## src/rtl/maze_pkg.sv

```systemverilog
// Shared types for the maze solver: FSM states, move directions, grid coordinates
// and the neighbour/edge helpers used by the controller.
package maze_pkg;

  localparam int unsigned GRID_W  = 16;
  localparam int unsigned COORD_W = $clog2(GRID_W);
  localparam int unsigned DIR_W   = 2;

  typedef logic [COORD_W-1:0] coord_t;

  typedef struct packed {
    coord_t x;
    coord_t y;
  } cell_t;

  typedef enum logic [2:0] {IDLE, CHK, MARK, TRY, BACK, DONE, FAIL} state_t;

  typedef enum logic [DIR_W-1:0] {
    DIR_UP    = 2'd0,
    DIR_RIGHT = 2'd1,
    DIR_DOWN  = 2'd2,
    DIR_LEFT  = 2'd3
  } dir_t;

  // Cell one step from c along d; rev walks the opposite way when unwinding the path.
  function automatic cell_t step_cell(input cell_t c, input dir_t d, input logic rev);
    cell_t n;
    dir_t  e;
    n = c;
    e = rev ? dir_t'(d ^ DIR_DOWN) : d;
    case (e)
      DIR_UP:    n.y = c.y - coord_t'(1);
      DIR_RIGHT: n.x = c.x + coord_t'(1);
      DIR_DOWN:  n.y = c.y + coord_t'(1);
      DIR_LEFT:  n.x = c.x - coord_t'(1);
      default:   n = c;
    endcase
    return n;
  endfunction

  // True when stepping from c along d would leave the grid (no wrap-around).
  function automatic logic off_grid(input cell_t c, input dir_t d);
    logic hit;
    case (d)
      DIR_UP:    hit = (c.y == '0);
      DIR_RIGHT: hit = (c.x == coord_t'(GRID_W - 1));
      DIR_DOWN:  hit = (c.y == coord_t'(GRID_W - 1));
      DIR_LEFT:  hit = (c.x == '0);
      default:   hit = 1'b1;
    endcase
    return hit;
  endfunction

endpackage

```

## src/rtl/maze_solver_ctrl_if.sv

```systemverilog
// Controller-side buses: single-bit maze memory port and solution-replay stream.
interface maze_solver_ctrl_if;
  import maze_pkg::*;

  coord_t           mem_x;
  coord_t           mem_y;
  logic             mem_wr;
  logic             mem_rd;
  logic             mem_din;
  logic             mem_dout;
  logic             move_valid;
  logic             move_ready;
  logic [DIR_W-1:0] move_dir;
  logic             move_last;

  modport master (
    output mem_x, mem_y, mem_wr, mem_rd, mem_din,
    input  mem_dout,
    output move_valid, move_dir, move_last,
    input  move_ready
  );

  modport slave (
    input  mem_x, mem_y, mem_wr, mem_rd, mem_din,
    output mem_dout,
    input  move_valid, move_dir, move_last,
    output move_ready
  );

endinterface

```

## src/rtl/maze_dir_stack.sv

```systemverilog
// LIFO of 2-bit move directions with a random-access read port for path replay.
module maze_dir_stack
  import maze_pkg::*;
#(
  parameter int unsigned STACK_DEPTH = 256,
  parameter int unsigned PTR_W       = $clog2(STACK_DEPTH + 1)
) (
  input  logic             clk,
  input  logic             rst,
  input  logic             clr,
  input  logic             push,
  input  logic [DIR_W-1:0] push_dir,
  input  logic             pop,
  input  logic [PTR_W-1:0] rd_addr,
  output logic [DIR_W-1:0] rd_dir,
  output logic [DIR_W-1:0] top_dir,
  output logic [PTR_W-1:0] level,
  output logic             full,
  output logic             empty
);

  localparam int unsigned IDX_W = (STACK_DEPTH > 1) ? $clog2(STACK_DEPTH) : 1;

  logic [DIR_W-1:0] mem [STACK_DEPTH];

  assign full    = (level == PTR_W'(STACK_DEPTH));
  assign empty   = (level == '0);
  assign top_dir = mem[IDX_W'(level - PTR_W'(1))];
  assign rd_dir  = mem[IDX_W'(rd_addr)];

  // Storage carries no reset; only entries below level are ever read.
  always_ff @(posedge clk) begin
    if (push && !full) begin
      mem[IDX_W'(level)] <= push_dir;
    end
  end

  always_ff @(posedge clk or posedge rst) begin
    if (rst) begin
      level <= '0;
    end else if (clr) begin
      level <= '0;
    end else if (push && !full) begin
      level <= level + PTR_W'(1);
    end else if (pop && !empty) begin
      level <= level - PTR_W'(1);
    end
  end

endmodule

```

## src/rtl/maze_solver_ctrl.sv

```systemverilog
// Depth-first maze solver: marks visited cells, backtracks via a direction stack and
// replays the found path. Optional MAZE_STEP_COUNT_EN builds the search-cycle counter.
module maze_solver_ctrl
  import maze_pkg::*;
#(
  parameter coord_t      GOAL_X      = 4'd15,
  parameter coord_t      GOAL_Y      = 4'd15,
  parameter int unsigned STACK_DEPTH = 256
) (
  input  logic               clk,
  input  logic               rst,
  input  logic               start,
  maze_solver_ctrl_if.master bus,
  output logic               busy,
  output logic               done,
  output logic               fail,
  output logic [15:0]        step_count
);

  localparam int unsigned PTR_W = $clog2(STACK_DEPTH + 1);

  state_t           state, state_nxt;
  cell_t            cur, cur_nxt;
  logic [2:0]       dir, dir_nxt;
  logic [PTR_W-1:0] rp, rp_nxt;
  logic [PTR_W-1:0] sp;
  logic             push, pop, clr, full, empty;
  logic [DIR_W-1:0] top_dir, rd_dir;
  cell_t            nbr, back_cell;
  dir_t             try_dir;
  logic             blocked, start_acc, move_fire, replay_valid;

  assign try_dir   = dir_t'(dir[DIR_W-1:0]);
  assign nbr       = step_cell(cur, try_dir, 1'b0);
  assign back_cell = step_cell(cur, dir_t'(top_dir), 1'b1);
  assign blocked   = off_grid(cur, try_dir);
  assign start_acc = start && ((state == IDLE) || (state == DONE) || (state == FAIL));
  assign move_fire = replay_valid && bus.move_ready;

  maze_dir_stack #(
    .STACK_DEPTH (STACK_DEPTH),
    .PTR_W       (PTR_W)
  ) u_stack (
    .clk      (clk),
    .rst      (rst),
    .clr      (clr),
    .push     (push),
    .push_dir (dir[DIR_W-1:0]),
    .pop      (pop),
    .rd_addr  (rp),
    .rd_dir   (rd_dir),
    .top_dir  (top_dir),
    .level    (sp),
    .full     (full),
    .empty    (empty)
  );

  // Memory port depends only on registered state so the read data can steer next-state.
  always_comb begin
    bus.mem_x   = '0;
    bus.mem_y   = '0;
    bus.mem_rd  = 1'b0;
    bus.mem_wr  = 1'b0;
    bus.mem_din = 1'b0;
    case (state)
      CHK: begin
        bus.mem_rd = 1'b1;
        bus.mem_x  = cur.x;
        bus.mem_y  = cur.y;
      end
      MARK: begin
        bus.mem_wr  = 1'b1;
        bus.mem_din = 1'b1;
        bus.mem_x   = cur.x;
        bus.mem_y   = cur.y;
      end
      TRY: begin
        if ((dir != 3'd4) && !blocked) begin
          bus.mem_rd = 1'b1;
          bus.mem_x  = nbr.x;
          bus.mem_y  = nbr.y;
        end
      end
      default: ;
    endcase
  end

  // Replay stream reads the stack bottom-up while rp trails sp.
  always_comb begin
    replay_valid   = (state == DONE) && (rp < sp);
    bus.move_valid = replay_valid;
    bus.move_dir   = replay_valid ? rd_dir : '0;
    bus.move_last  = replay_valid && (rp == sp - PTR_W'(1));
  end

  always_comb begin
    state_nxt = state;
    cur_nxt   = cur;
    dir_nxt   = dir;
    rp_nxt    = rp;
    push      = 1'b0;
    pop       = 1'b0;
    clr       = 1'b0;
    if (start_acc) begin
      state_nxt = CHK;
      cur_nxt   = '0;
      dir_nxt   = '0;
      clr       = 1'b1;
    end else begin
      case (state)
        CHK: state_nxt = bus.mem_dout ? FAIL : MARK;
        MARK: begin
          if ((cur.x == GOAL_X) && (cur.y == GOAL_Y)) begin
            state_nxt = DONE;
            rp_nxt    = '0;
          end else begin
            dir_nxt   = '0;
            state_nxt = TRY;
          end
        end
        TRY: begin
          if (dir == 3'd4) begin
            state_nxt = BACK;
          end else if (blocked || bus.mem_dout) begin
            dir_nxt = dir + 3'd1;
          end else if (full) begin
            state_nxt = FAIL;
          end else begin
            push      = 1'b1;
            cur_nxt   = nbr;
            state_nxt = MARK;
          end
        end
        BACK: begin
          if (empty) begin
            state_nxt = FAIL;
          end else begin
            pop       = 1'b1;
            cur_nxt   = back_cell;
            dir_nxt   = {1'b0, top_dir} + 3'd1;
            state_nxt = TRY;
          end
        end
        DONE: begin
          if (move_fire) begin
            rp_nxt = rp + PTR_W'(1);
          end
        end
        default: ;
      endcase
    end
  end

  always_ff @(posedge clk or posedge rst) begin
    if (rst) begin
      state <= IDLE;
      cur   <= '0;
      dir   <= '0;
      rp    <= '0;
      busy  <= 1'b0;
      done  <= 1'b0;
      fail  <= 1'b0;
    end else begin
      state <= state_nxt;
      cur   <= cur_nxt;
      dir   <= dir_nxt;
      rp    <= rp_nxt;
      busy  <= (state_nxt == CHK) || (state_nxt == MARK) ||
               (state_nxt == TRY) || (state_nxt == BACK);
      done  <= (state_nxt == DONE);
      fail  <= (state_nxt == FAIL);
    end
  end

`ifdef MAZE_STEP_COUNT_EN
  logic [15:0] step_q;

  // Saturating count of busy cycles since the last accepted start.
  always_ff @(posedge clk or posedge rst) begin
    if (rst) begin
      step_q <= '0;
    end else if (start_acc) begin
      step_q <= '0;
    end else if (busy && (step_q != 16'hFFFF)) begin
      step_q <= step_q + 16'd1;
    end
  end

  assign step_count = step_q;
`else
  assign step_count = 16'd0;
`endif

endmodule
```

## src/flat_wrapper.sv

```systemverilog
// flat-port wrapper written by rule: the top's interface ports become plain ports
module maze_solver_ctrl_flat import maze_pkg::*;
#(
  parameter coord_t      GOAL_X      = 4'd15,
  parameter coord_t      GOAL_Y      = 4'd15,
  parameter int unsigned STACK_DEPTH = 256
)
  (clk, rst, start, busy, done, fail, step_count, bus_mem_x, bus_mem_y, bus_mem_wr, bus_mem_rd, bus_mem_din, bus_mem_dout, bus_move_valid, bus_move_dir, bus_move_last, bus_move_ready);
  maze_solver_ctrl_if bus_i ();
  input  logic clk;
  input  logic rst;
  input  logic start;
  output logic busy;
  output logic done;
  output logic fail;
  output logic [15:0] step_count;
  output wire logic [$bits(bus_i.mem_x)-1:0] bus_mem_x;
  output wire logic [$bits(bus_i.mem_y)-1:0] bus_mem_y;
  output wire logic [$bits(bus_i.mem_wr)-1:0] bus_mem_wr;
  output wire logic [$bits(bus_i.mem_rd)-1:0] bus_mem_rd;
  output wire logic [$bits(bus_i.mem_din)-1:0] bus_mem_din;
  input wire logic [$bits(bus_i.mem_dout)-1:0] bus_mem_dout;
  output wire logic [$bits(bus_i.move_valid)-1:0] bus_move_valid;
  output wire logic [$bits(bus_i.move_dir)-1:0] bus_move_dir;
  output wire logic [$bits(bus_i.move_last)-1:0] bus_move_last;
  input wire logic [$bits(bus_i.move_ready)-1:0] bus_move_ready;
  assign bus_mem_x = bus_i.mem_x;
  assign bus_mem_y = bus_i.mem_y;
  assign bus_mem_wr = bus_i.mem_wr;
  assign bus_mem_rd = bus_i.mem_rd;
  assign bus_mem_din = bus_i.mem_din;
  assign bus_i.mem_dout = bus_mem_dout;
  assign bus_move_valid = bus_i.move_valid;
  assign bus_move_dir = bus_i.move_dir;
  assign bus_move_last = bus_i.move_last;
  assign bus_i.move_ready = bus_move_ready;
  maze_solver_ctrl #(.GOAL_X(GOAL_X), .GOAL_Y(GOAL_Y), .STACK_DEPTH(STACK_DEPTH)) u_core (.clk(clk), .rst(rst), .start(start), .bus(bus_i), .busy(busy), .done(done), .fail(fail), .step_count(step_count));
endmodule
```

## config.mk

```make
export PLATFORM = sky130hd
export DESIGN_NAME = maze_solver_ctrl_flat
export DESIGN_NICKNAME = d
export VERILOG_FILES = /design/src/rtl/maze_pkg.sv /design/src/rtl/maze_solver_ctrl_if.sv /design/src/rtl/maze_dir_stack.sv /design/src/rtl/maze_solver_ctrl.sv /design/src/flat_wrapper.sv
export SDC_FILE = /design/constraint.sdc
export NUM_CORES = 1
export LEC_CHECK = 0
export CAP_MARGIN = 20
export CORE_MARGIN = 2
export CORE_UTILIZATION = 45
export CTS_CLUSTER_SIZE = 14
export DETAILED_ROUTE_END_ITERATION = 7
export PLACE_DENSITY_LB_ADDON = 0.15
export SETUP_SLACK_MARGIN = 0.5
export SYNTH_ARGS = -nofsm -noshare
export SYNTH_HDL_FRONTEND = slang
export SYNTH_SLANG_ARGS = --single-unit
```

## constraint.sdc

```tcl
create_clock -name clk -period 17.7 [get_ports clk]
set_input_delay 4.425 -clock clk [delete_from_list [all_inputs] [get_ports clk]]
set_output_delay 4.425 -clock clk [all_outputs]
set_load 0.02 [all_outputs]
```

==> flow_metrics.py, run 1 <==
metrics = {
    "outcome": {
        "status": "complete, no violations",
    },
    "yosys": {
        "synthTopCellsByArea": "edfxtp_1 (54%), mux4_2 (23%), nor2_1 (3.9%)",
        "syn_area_mm2": 0.02836,
        "synth-seq-cells": 547,
        "syn_area_per_cell_um2": 15.29,
        "synth.most_common_cell": "edfxtp_1",
        "synthFlopType": "edfxtp_1",
        "synth_top_area_share_pct": 54.22,
        "synth_warnings": 0,
        "syn-instance-count": 1854,
        "ys_seq_area_share_pct": 57.31,
        "ys_types": 78,
        "synth_edf_count": 512,
        "yosysTopAreaCell": "edfxtp_1",
        "async_flop_share_pct": 6.399,
        "synth_top_cells_by_count": "edfxtp_1 (512), nor2_1 (298), mux4_2 (295)",
    },
    "timing": {
        "fmax_mhz": 95.52,
        "finalSetupViolations": 0,
        "finalCriticalPeriod_ns": 10.47,
        "maxSlewHeadroom_pct": 25.43,
        "maxSlewViolCount": 0,
        "rsz0062_at_grt": "false",
        "fin_crit_sh_pct": 59.14,
        "hold_viol": 0,
        "finClkSkew_ns": 0.03293,
        "finalSetupTns_ns": 0,
        "worst_pin_slew_ns": 1.111,
    },
    "min_path": {
        "holdCritStartpoint": "u_core.dir[2]$_DFFE_PP0P_",
        "hp-class": "flop to flop",
        "whs_endpoint": "u_core.dir[2]$_DFFE_PP0P_",
        "whs_path_depth": 1,
    },
    "routing": {
        "vias": 17530,
        "drtIter0Drc": 1985,
        "drc": 0,
        "ant_nets": 0,
        "wl_per_cell_um": 29.63,
        "firstDrtPassIters": 6,
        "routed_wl_um": 80550,
        "avgViaCountPerCell": 6.451,
    },
    "global_routing": {
        "antenna_found_initial": 2,
        "track_usage_pct": 25.12,
        "grt_pass1_vias": 17540,
        "grt_overflow": 0,
        "grt_max_degree": 225,
        "grt_pass1_wl_um": 118800,
    },
    "setup_path": {
        "r2r_cells": 15,
        "criticalPathCategory": "flop to primary output",
        "cp-start-kind": "flop",
        "worstPathRequired_ns": 13.28,
        "critPathArrivalTime_ns": 6.04,
        "crit_top_cell": "mux4_2",
        "max_stage_delay_ns": 0.86,
        "slowest_stage": "buf_4",
        "critPathMaxFanout": 57,
        "cp_cell_sequence": "buf_4 -> buf_4 -> mux4_2 -> mux4_2 -> mux4_2 -> mux4_2 -> nor2b_1 -> clkdlybuf4s50_1",
        "endpoint_kind": "primary output",
        "r2r_start": "u_core.u_stack.level[0]$_DFFE_PP0P_",
        "r2r-end": "u_core.cur[6]$_DFFE_PP0P_",
        "crit_family": "multiplexers",
        "path_buf_inv": 3,
        "ff2ff_setup_slack_ns": 11.40,
    },
    "cts": {
        "cts_buffers": 60,
        "cts-hold-fix-buffers": 0,
        "clock-root-buffer": "clkbuf_16",
        "clk_pin_slew_ns": 0.06,
        "cts_setup_buffers": 0,
        "cts_tree": "done",
        "cts_resized": 0,
        "cts_max_level": 2,
        "clk_latency_ns": 0.64,
        "cts_buffer_depth": 3,
        "cts.sinks": 547,
    },
    "floorplan": {
        "core_area_mm2": 0.06274,
        "std_cell_rows": 92,
        "die-area_mm2": 0.06504,
        "start_util_pct": 45.20,
        "die_x_um": 255.0,
        "io_pins": 39,
        "die_h_um": 255.0,
    },
    "placed_design": {
        "io_buffers": 22,
        "dp.cells": 2608,
        "hpwl_um": 47920,
        "placed_cell_area_mm2": 0.02915,
        "place_congestion": 0.8532,
    },
    "power": {
        "ir_worst_vdd_uv": 71.04,
        "p_sw_mw": 0.5302,
        "clkPwrFrac_pct": 46.8,
        "p_sw_share_pct": 20.11,
        "p_leak_nw": 9.294,
        "p_int_mw": 2.106,
        "power_frac_comb_pct": 0.3,
        "p_seq_share_pct": 52.9,
        "power-per-cell-area_mw_per_mm2": 84.82,
        "total_power_mw": 2.636,
    },
    "layout": {
        "nFillCells": 5214,
        "area_delta_synth_final_pct": 9.606,
        "drive_gt1_share_pct": 24.47,
        "n_antenna_cell": 0,
        "nets": 1850,
        "final_area_mm2": 0.03108,
        "final_cells": 2718,
    },
    "flow_run": {
        "cap_viol_max_count": 0,
    },
}
placed cells by master, fill, tap and decap left out, types with 7 or more instances in the layout:
cell type and n:
a31oi_1 15, nand2_1 152, nor2_1 298, mux2i_1 26, or3_1 9, nor3_1 16
nand2_2 13, conb_1 16, clkinv_1 11, nand2b_1 7, clkinv_2 12, mux4_2 295
xnor2_1 18, a21oi_1 24, o21a_1 11, inv_1 29, clkbuf_1 13, nand4_1 14
clkdlybuf4s50_1 22, o21ai_0 35, buf_4 27, xor2_1 8, dfrtp_1 28, nand3_1 62
clkbuf_16 61, edfxtp_1 512, ha_1 20
worst max path at each step:
stage | slack, ns | to | from | depth (start not counted)
5_1_grt | 6.97 | bus_move_dir[1] | u_core.rp[1]$_DFFE_PP0P_ | 8
3_3_place_gp | 7.87 | bus_move_dir[1] | u_core.rp[1]$_DFFE_PP0P_ | 8
3_5_place_dp | 7.79 | bus_move_dir[1] | u_core.rp[1]$_DFFE_PP0P_ | 8
2_1_floorplan | 8.17 | bus_mem_x[0] | u_core.dir[1]$_DFFE_PP0P_ | 7
4_1_cts | 7.14 | bus_move_dir[1] | u_core.rp[1]$_DFFE_PP0P_ | 8
6_report | 7.23 | bus_move_dir[1] | u_core.rp[1]$_DFFE_PP0P_ | 8
worst register-to-register path: cells and delay by family (launching register included):
| family | cells | cell delay (ns) |
|---|---|---|
| simple gates | 1 | 0.29 |
| fa+ha+maj | 1 | 0.58 |
| xor+xnor | 1 | 0.19 |
| buf+inv | 3 | 1.65 |
| compound gates | 6 | 1.63 |
| flops | 1 | 0.79 |
| mux | 3 | 1.06 |
power by group through the flow:
stage	Clock, mW	Sequential [mW]	Combinational, mW
after floorplan	0	1.42	0.00865
final	1.23	1.39	0.00869
after CTS	1.25	1.39	0.00872
after detailed placement	0	1.42	0.00869
after global routing	1.30	1.39	0.00955
after global placement	0	1.42	0.00862
layer usage:
layer / track usage (%) / wire (µm) / share of wire, % / vias to the layer above
met5: 0 / 0 / 0 / -
met2: 40.01 / 38200 / 47 / 874
met1: 35.18 / 33020 / 41 / 9255
met3: 4.332 / 6635 / 8.2 / 163
met4: 8.755 / 2693 / 3.3 / 0
li1: - / - / - / 7241
area by class of cell:
class	count	area, µm²	share of cell area (%)
clock buffers	76	1603	5.157
clock inverters	34	324.1	1.043
inverters	30	112.6	0.3623
multi-input cells	1134	11250	36.19
flip-flops and latches	547	16270	52.36
well taps	846	1059	3.406
repair buffers	51	462.9	1.490
metrics by stage:
stage | setup slack, ns | util (%) | hold slack (ns)
CTS | 7.136 | 49.54 | 0.5546
global placement | 7.871 | 46.47 | 0.5117
global route | 6.970 | 49.54 | 0.5731
floorplan | 8.173 | - | 0.4955
detailed placement | 7.794 | 46.47 | 0.5412
finish | 7.231 | 49.54 | 0.5579
registers in the layout, indices dropped and copies added (netlist names), 3 cells and up:
signal / cells
u_core.u_stack.mem: 512
u_core.rp: 9
u_core.u_stack.level: 9
u_core.cur: 8
u_core.dir: 3
u_core.state: 3
logic make-up (layout without fill, tap and decap cells):
family                   count (synthesis)  count (layout)  synth area share (%)
adder cells (fa/ha/maj)                 21              21                0.9266
multiplexers                           327             327                 24.76
XOR/XNOR                                30              30                 1.072
flip-flops                             547             547                 57.31
AND/OR/NAND/NOR                        602             602                 9.037
other                                    1              16               0.01322
buffers and inverters                  188             191                 3.455
AO/OA/AOI/OAI                          138             138                 3.429
(Power assumes the default switching activity.)
==> inputs of run 2 (changes only) <==
- clock period: 17.7 -> 10.9 ns (I/O delays scaled with it)
==> flow_metrics.py, run 2 (synthesis results as in run 1) <==
metrics = {
    "outcome": {
        "status": "complete, no violations",
    },
    "floorplan": {
        "std_cell_rows": 92,
        "core_area_mm2": 0.06274,
        "die-area_mm2": 0.06504,
        "die_x_um": 255.0,
        "io_pins": 39,
        "die_h_um": 255.0,
        "start_util_pct": 45.20,
    },
    "power": {
        "p_sw_share_pct": 20.18,
        "power_frac_comb_pct": 0.3,
        "p_int_mw": 3.464,
        "p_sw_mw": 0.8756,
        "ir_worst_vdd_uv": 117.9,
        "p_seq_share_pct": 52.2,
        "clkPwrFrac_pct": 47.5,
        "p_leak_nw": 9.305,
        "power-per-cell-area_mw_per_mm2": 139.3,
    },
    "setup_path": {
        "criticalPathCategory": "flop to primary output",
        "worstPathRequired_ns": 8.18,
        "critPathMaxFanout": 105,
        "cp-start-kind": "flop",
        "critPathArrivalTime_ns": 5.16,
        "endpoint_kind": "primary output",
    },
    "cts": {
        "cts_tree": "done",
        "cts-hold-fix-buffers": 0,
        "clk_pin_slew_ns": 0.06,
        "cts_resized": 0,
        "cts_buffers": 59,
        "cts_max_level": 2,
        "cts_buffer_depth": 3,
        "cts.sinks": 547,
        "clk_latency_ns": 0.64,
        "cts_setup_buffers": 0,
        "clock-root-buffer": "clkbuf_16",
    },
    "global_routing": {
        "grt_max_degree": 106,
        "track_usage_pct": 25.01,
        "grt_overflow": 0,
        "antenna_found_initial": 0,
        "grt_pass1_wl_um": 118500,
        "grt_pass1_vias": 17550,
    },
    "routing": {
        "vias": 17440,
        "routed_wl_um": 79390,
        "drc": 0,
        "ant_nets": 0,
        "wl_per_cell_um": 29.22,
        "firstDrtPassIters": 7,
        "avgViaCountPerCell": 6.420,
        "drtIter0Drc": 1881,
    },
    "timing": {
        "finalCriticalPeriod_ns": 7.888,
        "finalSetupViolations": 0,
        "finClkSkew_ns": 0.02254,
        "worst_slack_ns": 3.012,
        "hold_viol": 0,
        "rsz0062_at_grt": "false",
        "maxSlewHeadroom_pct": 27.23,
        "worst_pin_slew_ns": 1.084,
        "fin_crit_sh_pct": 72.37,
        "fmax_mhz": 126.8,
        "maxSlewViolCount": 0,
        "finalSetupTns_ns": 0,
        "hold_ws_ns": 0.5426,
    },
    "layout": {
        "nFillCells": 5262,
        "final_core_util_pct": 49.65,
        "drive_gt1_share_pct": 24.80,
        "reg_top3": "u_core.u_stack.mem (512), u_core.rp (9), u_core.u_stack.level (9)",
        "nets": 1848,
        "final_cells": 2717,
        "layout_commonest_cell": "edfxtp_1",
        "seqCellArea_mm2": 0.01627,
        "area_delta_synth_final_pct": 9.853,
        "regMostFlops": "u_core.u_stack.mem",
        "final_cell_mix": "edfxtp_1 (512), nor2_1 (298), mux4_2 (295), nand2_1 (154), nand3_1 (62)",
        "largest_reg_flops": 512,
        "n_antenna_cell": 0,
        "multi_input_area_mm2": 0.01124,
    },
    "flow_run": {
        "cap_viol_max_count": 0,
    },
    "placed_design": {
        "hpwl_um": 47010,
        "dp.cells": 2607,
        "io_buffers": 22,
        "place_congestion": 0.8580,
        "dp_slack_ns": 3.651,
    },
    "min_path": {
        "hp-class": "flop to flop",
    },
}
-- run 2: cell types whose count changed in the layout (fill, tap and decap cells not counted), sizes merged --
cell      change
clkbuf        -5
clkinv        -3
inv           -1
buf           -1
clkinvlp      +7
bufinv        +2
-- run 2: per-layer routing --
metal | vias up | global-route usage [%] | wire length, µm
met3 | 130 | 5.665 | 7003
met1 | 9159 | 34.32 | 31800
met5 | - | 0 | 0
li1 | 7244 | - | -
met4 | 0 | 7.552 | 2254
met2 | 910 | 40.16 | 38330
-- run 2: area by class of cell --
cell class / count / share of cell area (%)
repair buffers: 50 / 1.462
well taps: 846 / 3.398
clock inverters: 39 / 1.402
flip-flops and latches: 547 / 52.24
multi-input cells: 1134 / 36.09
inverters: 30 / 0.3615
clock buffers: 71 / 5.049
-- run 2: power groups by stage --
stage	registers (mW)	logic (mW)	clock network [mW]
after floorplan	2.31	0.0140	0
after global placement	2.31	0.0122	0
after detailed placement	2.31	0.0123	0
after CTS	2.26	0.0123	2.10
after global routing	2.26	0.0138	2.17
final	2.26	0.0123	2.06
-- run 2: final timing paths --
path | startpoint | end | slack, ns | cells past startpoint
max | u_core.rp[1]$_DFFE_PP0P_ | bus_move_last | 3.01 | 13
min | u_core.dir[2]$_DFFE_PP0P_ | u_core.dir[2]$_DFFE_PP0P_ | 0.54 | 1
max reg2reg | u_core.u_stack.level[0]$_DFFE_PP0P_ | u_core.cur[6]$_DFFE_PP0P_ | 4.25 | 14
min reg2reg | u_core.dir[2]$_DFFE_PP0P_ | u_core.dir[2]$_DFFE_PP0P_ | 0.54 | 1
max in group asynchronous | rst | u_core.u_stack.level[0]$_DFFE_PP0P_ | 7.99 | 3
min in group asynchronous | rst | u_core.rp[0]$_DFFE_PP0P_ | 2.53 | 3
-- run 2: critical path: stages, from the launching register on --
cell and delay (ns):
dfrtp_4 0.76, buf_12 0.63, ha_1 0.36, nor2b_1 0.13, o21a_1 0.16, o21a_1 0.16
o21a_1 0.17, o21a_1 0.17, o21a_1 0.17, o21a_1 0.17, o21a_1 0.22, or2_2 0.35
nor4_1 0.38, clkdlybuf4s50_1 0.67
-- run 2: through the flow --
stage          power, mW  area [µm²]
3_5_place_dp       2.320       29140
3_3_place_gp       2.320       29140
6_report           4.339       31150
4_1_cts            4.375       31150
5_1_grt            4.450       31150
2_1_floorplan      2.321       28410
==> inputs of run 3 (changes only) <==
- clock period: 10.9 -> 7.1 ns (I/O delays scaled with it)
==> flow_metrics.py, run 3 (synthesis results as in run 1) <==
metrics = {
    "min_path": {
        "whs_endpoint": "u_core.dir[2]$_DFFE_PP0P_",
        "whs_path_depth": 1,
        "hp-class": "flop to flop",
        "holdCritStartpoint": "u_core.dir[2]$_DFFE_PP0P_",
    },
    "setup_path": {
        "r2r-end": "u_core.cur[6]$_DFFE_PP0P_",
        "critPathMaxFanout": 13,
        "r2r_start": "u_core.u_stack.level[0]$_DFFE_PP0P_",
        "critPathArrivalTime_ns": 4.60,
        "criticalPathCategory": "flop to primary output",
        "cp-start-kind": "flop",
        "r2r_cells": 14,
        "ff2ff_setup_slack_ns": 1.85,
        "endpoint_kind": "primary output",
        "worstPathRequired_ns": 5.33,
    },
    "routing": {
        "avgViaCountPerCell": 6.456,
        "firstDrtPassIters": 5,
        "ant_nets": 0,
        "vias": 17550,
        "wl_per_cell_um": 29.59,
        "drtIter0Drc": 2192,
        "drc": 0,
        "routed_wl_um": 80420,
    },
    "power": {
        "power-per-cell-area_mw_per_mm2": 213.0,
        "p_leak_nw": 9.394,
        "ir_worst_vdd_uv": 223.3,
    },
    "cts": {
        "cts_resized": 0,
        "clk_latency_ns": 0.64,
        "cts_tree": "done",
        "cts.sinks": 547,
        "clk_pin_slew_ns": 0.06,
        "cts_buffers": 59,
        "clock-root-buffer": "clkbuf_16",
        "cts_max_level": 2,
        "cts_buffer_depth": 3,
    },
    "placed_design": {
        "hpwl_um": 47310,
        "dp.cells": 2607,
        "place_congestion": 0.8881,
        "io_buffers": 22,
    },
    "timing": {
        "fin_crit_sh_pct": 89.76,
        "finalSetupViolations": 0,
        "finalCriticalPeriod_ns": 6.373,
        "maxSlewHeadroom_pct": 33.86,
        "worst_pin_slew_ns": 0.9921,
        "hold_viol": 0,
        "maxSlewViolCount": 0,
        "finalSetupTns_ns": 0,
        "rsz0062_at_grt": "false",
        "fmax_mhz": 156.9,
        "finClkSkew_ns": 0.02832,
    },
    "floorplan": {
        "die_h_um": 255.0,
        "start_util_pct": 45.20,
        "core_area_mm2": 0.06274,
        "std_cell_rows": 92,
        "die_x_um": 255.0,
        "io_pins": 39,
        "die-area_mm2": 0.06504,
    },
    "global_routing": {
        "grt_pass1_wl_um": 118800,
        "grt_max_degree": 205,
        "grt_overflow": 0,
        "track_usage_pct": 25.15,
        "antenna_found_initial": 0,
        "grt_pass1_vias": 17430,
    },
    "outcome": {
        "status": "complete, no violations",
    },
    "layout": {
        "regMostFlops": "u_core.u_stack.mem",
        "nets": 1850,
        "area_delta_synth_final_pct": 10.21,
        "layout_commonest_cell": "edfxtp_1",
        "drive_gt1_share_pct": 24.73,
        "n_antenna_cell": 0,
        "final_cell_mix": "edfxtp_1 (512), nor2_1 (298), mux4_2 (295), nand2_1 (150), nand3_1 (62)",
        "final_cells": 2718,
        "largest_reg_flops": 512,
        "reg_top3": "u_core.u_stack.mem (512), u_core.rp (9), u_core.u_stack.level (9)",
    },
    "flow_run": {
        "cap_viol_max_count": 0,
    },
}
## run 3: changes by cell type in the layout (fill, tap and decap cells not counted), moves of 2 or more
cell / before / now
nand2_2: 11 / 15
nand2_1: 154 / 150
clkbuf_8: 3 / 0
clkinv_4: 5 / 3
clkinv_2: 8 / 15
clkinv_1: 7 / 12
buf_12: 2 / 11
bufinv_16: 7 / 9
clkinvlp_4: 12 / 0
buf_4: 26 / 19
## run 3: worst max-delay path by stage
stage | from | endpoint | depth (start not counted) | slack (ns)
floorplan | u_core.dir[0]$_DFFE_PP0P_ | bus_mem_y[1] | 7 | 0.72
global placement | u_core.rp[0]$_DFFE_PP0P_ | bus_move_dir[0] | 7 | 1.10
detailed placement | u_core.rp[0]$_DFFE_PP0P_ | bus_move_dir[0] | 7 | 1.07
CTS | u_core.rp[0]$_DFFE_PP0P_ | bus_move_dir[0] | 7 | 0.55
global route | u_core.u_stack.level[2]$_DFFE_PP0P_ | bus_move_last | 12 | 0.52
finish | u_core.u_stack.level[2]$_DFFE_PP0P_ | bus_move_last | 12 | 0.73
## run 3: per-stage QoR
stage | worst slack, ns | total power, mW | hold slack [ns] | utilization [%] | cell area [µm²]
floorplan | 0.7202 | 3.563 | 0.4955 | - | 28410
global route | 0.5176 | 6.828 | 0.5632 | 49.81 | 31250
finish | 0.7271 | 6.658 | 0.5287 | 49.81 | 31250
global placement | 1.098 | 3.562 | 0.5174 | 46.61 | 29240
detailed placement | 1.065 | 3.562 | 0.5197 | 46.61 | 29240
CTS | 0.5472 | 6.706 | 0.5336 | 49.78 | 31230
## run 3: final cells by class
cell class | count | area, µm²
inverter | 30 | 112.6
timing repair buffer | 52 | 583.1
clock buffer | 69 | 1535
fill | 5213 | 31480
clock inverter | 40 | 437.9
tap | 846 | 1059
sequential | 547 | 16270
multi-input combinational | 1134 | 11250
## run 3: what timing repair did
item,4_1_cts,5_1_grt
hold buffers,0,0
buffers inserted,1,1
endpoints found under the setup margin,1,1
gates cloned,0,0
## run 3: critical path, cell delays in order, from the launching register on
cell and delay [ns]:
dfrtp_1 0.84, inv_1 0.29, ha_1 0.38, o21a_1 0.11
o21a_1 0.16, o21a_1 0.17, o21a_1 0.17, o21a_1 0.16
o21a_1 0.16, o21a_1 0.21, or2_2 0.35, nor4_1 0.30
clkdlybuf4s50_1 0.66
## run 3: power by group
part           internal [mW]  leakage, nW  switching [mW]
combinational        0.00470         3.63          0.0143
sequential              3.47         4.78         0.00264
clock                   1.87        0.977            1.30
## run 3: layer usage
metal  global-route usage, %  part of all wire, %  vias up
met1                   34.59                   41     9306
li1                        -                    -     7261
met4                   6.349                  2.2        0
met2                   40.91                   49      866
met3                   5.624                  8.2      114
met5                       0                    0        -
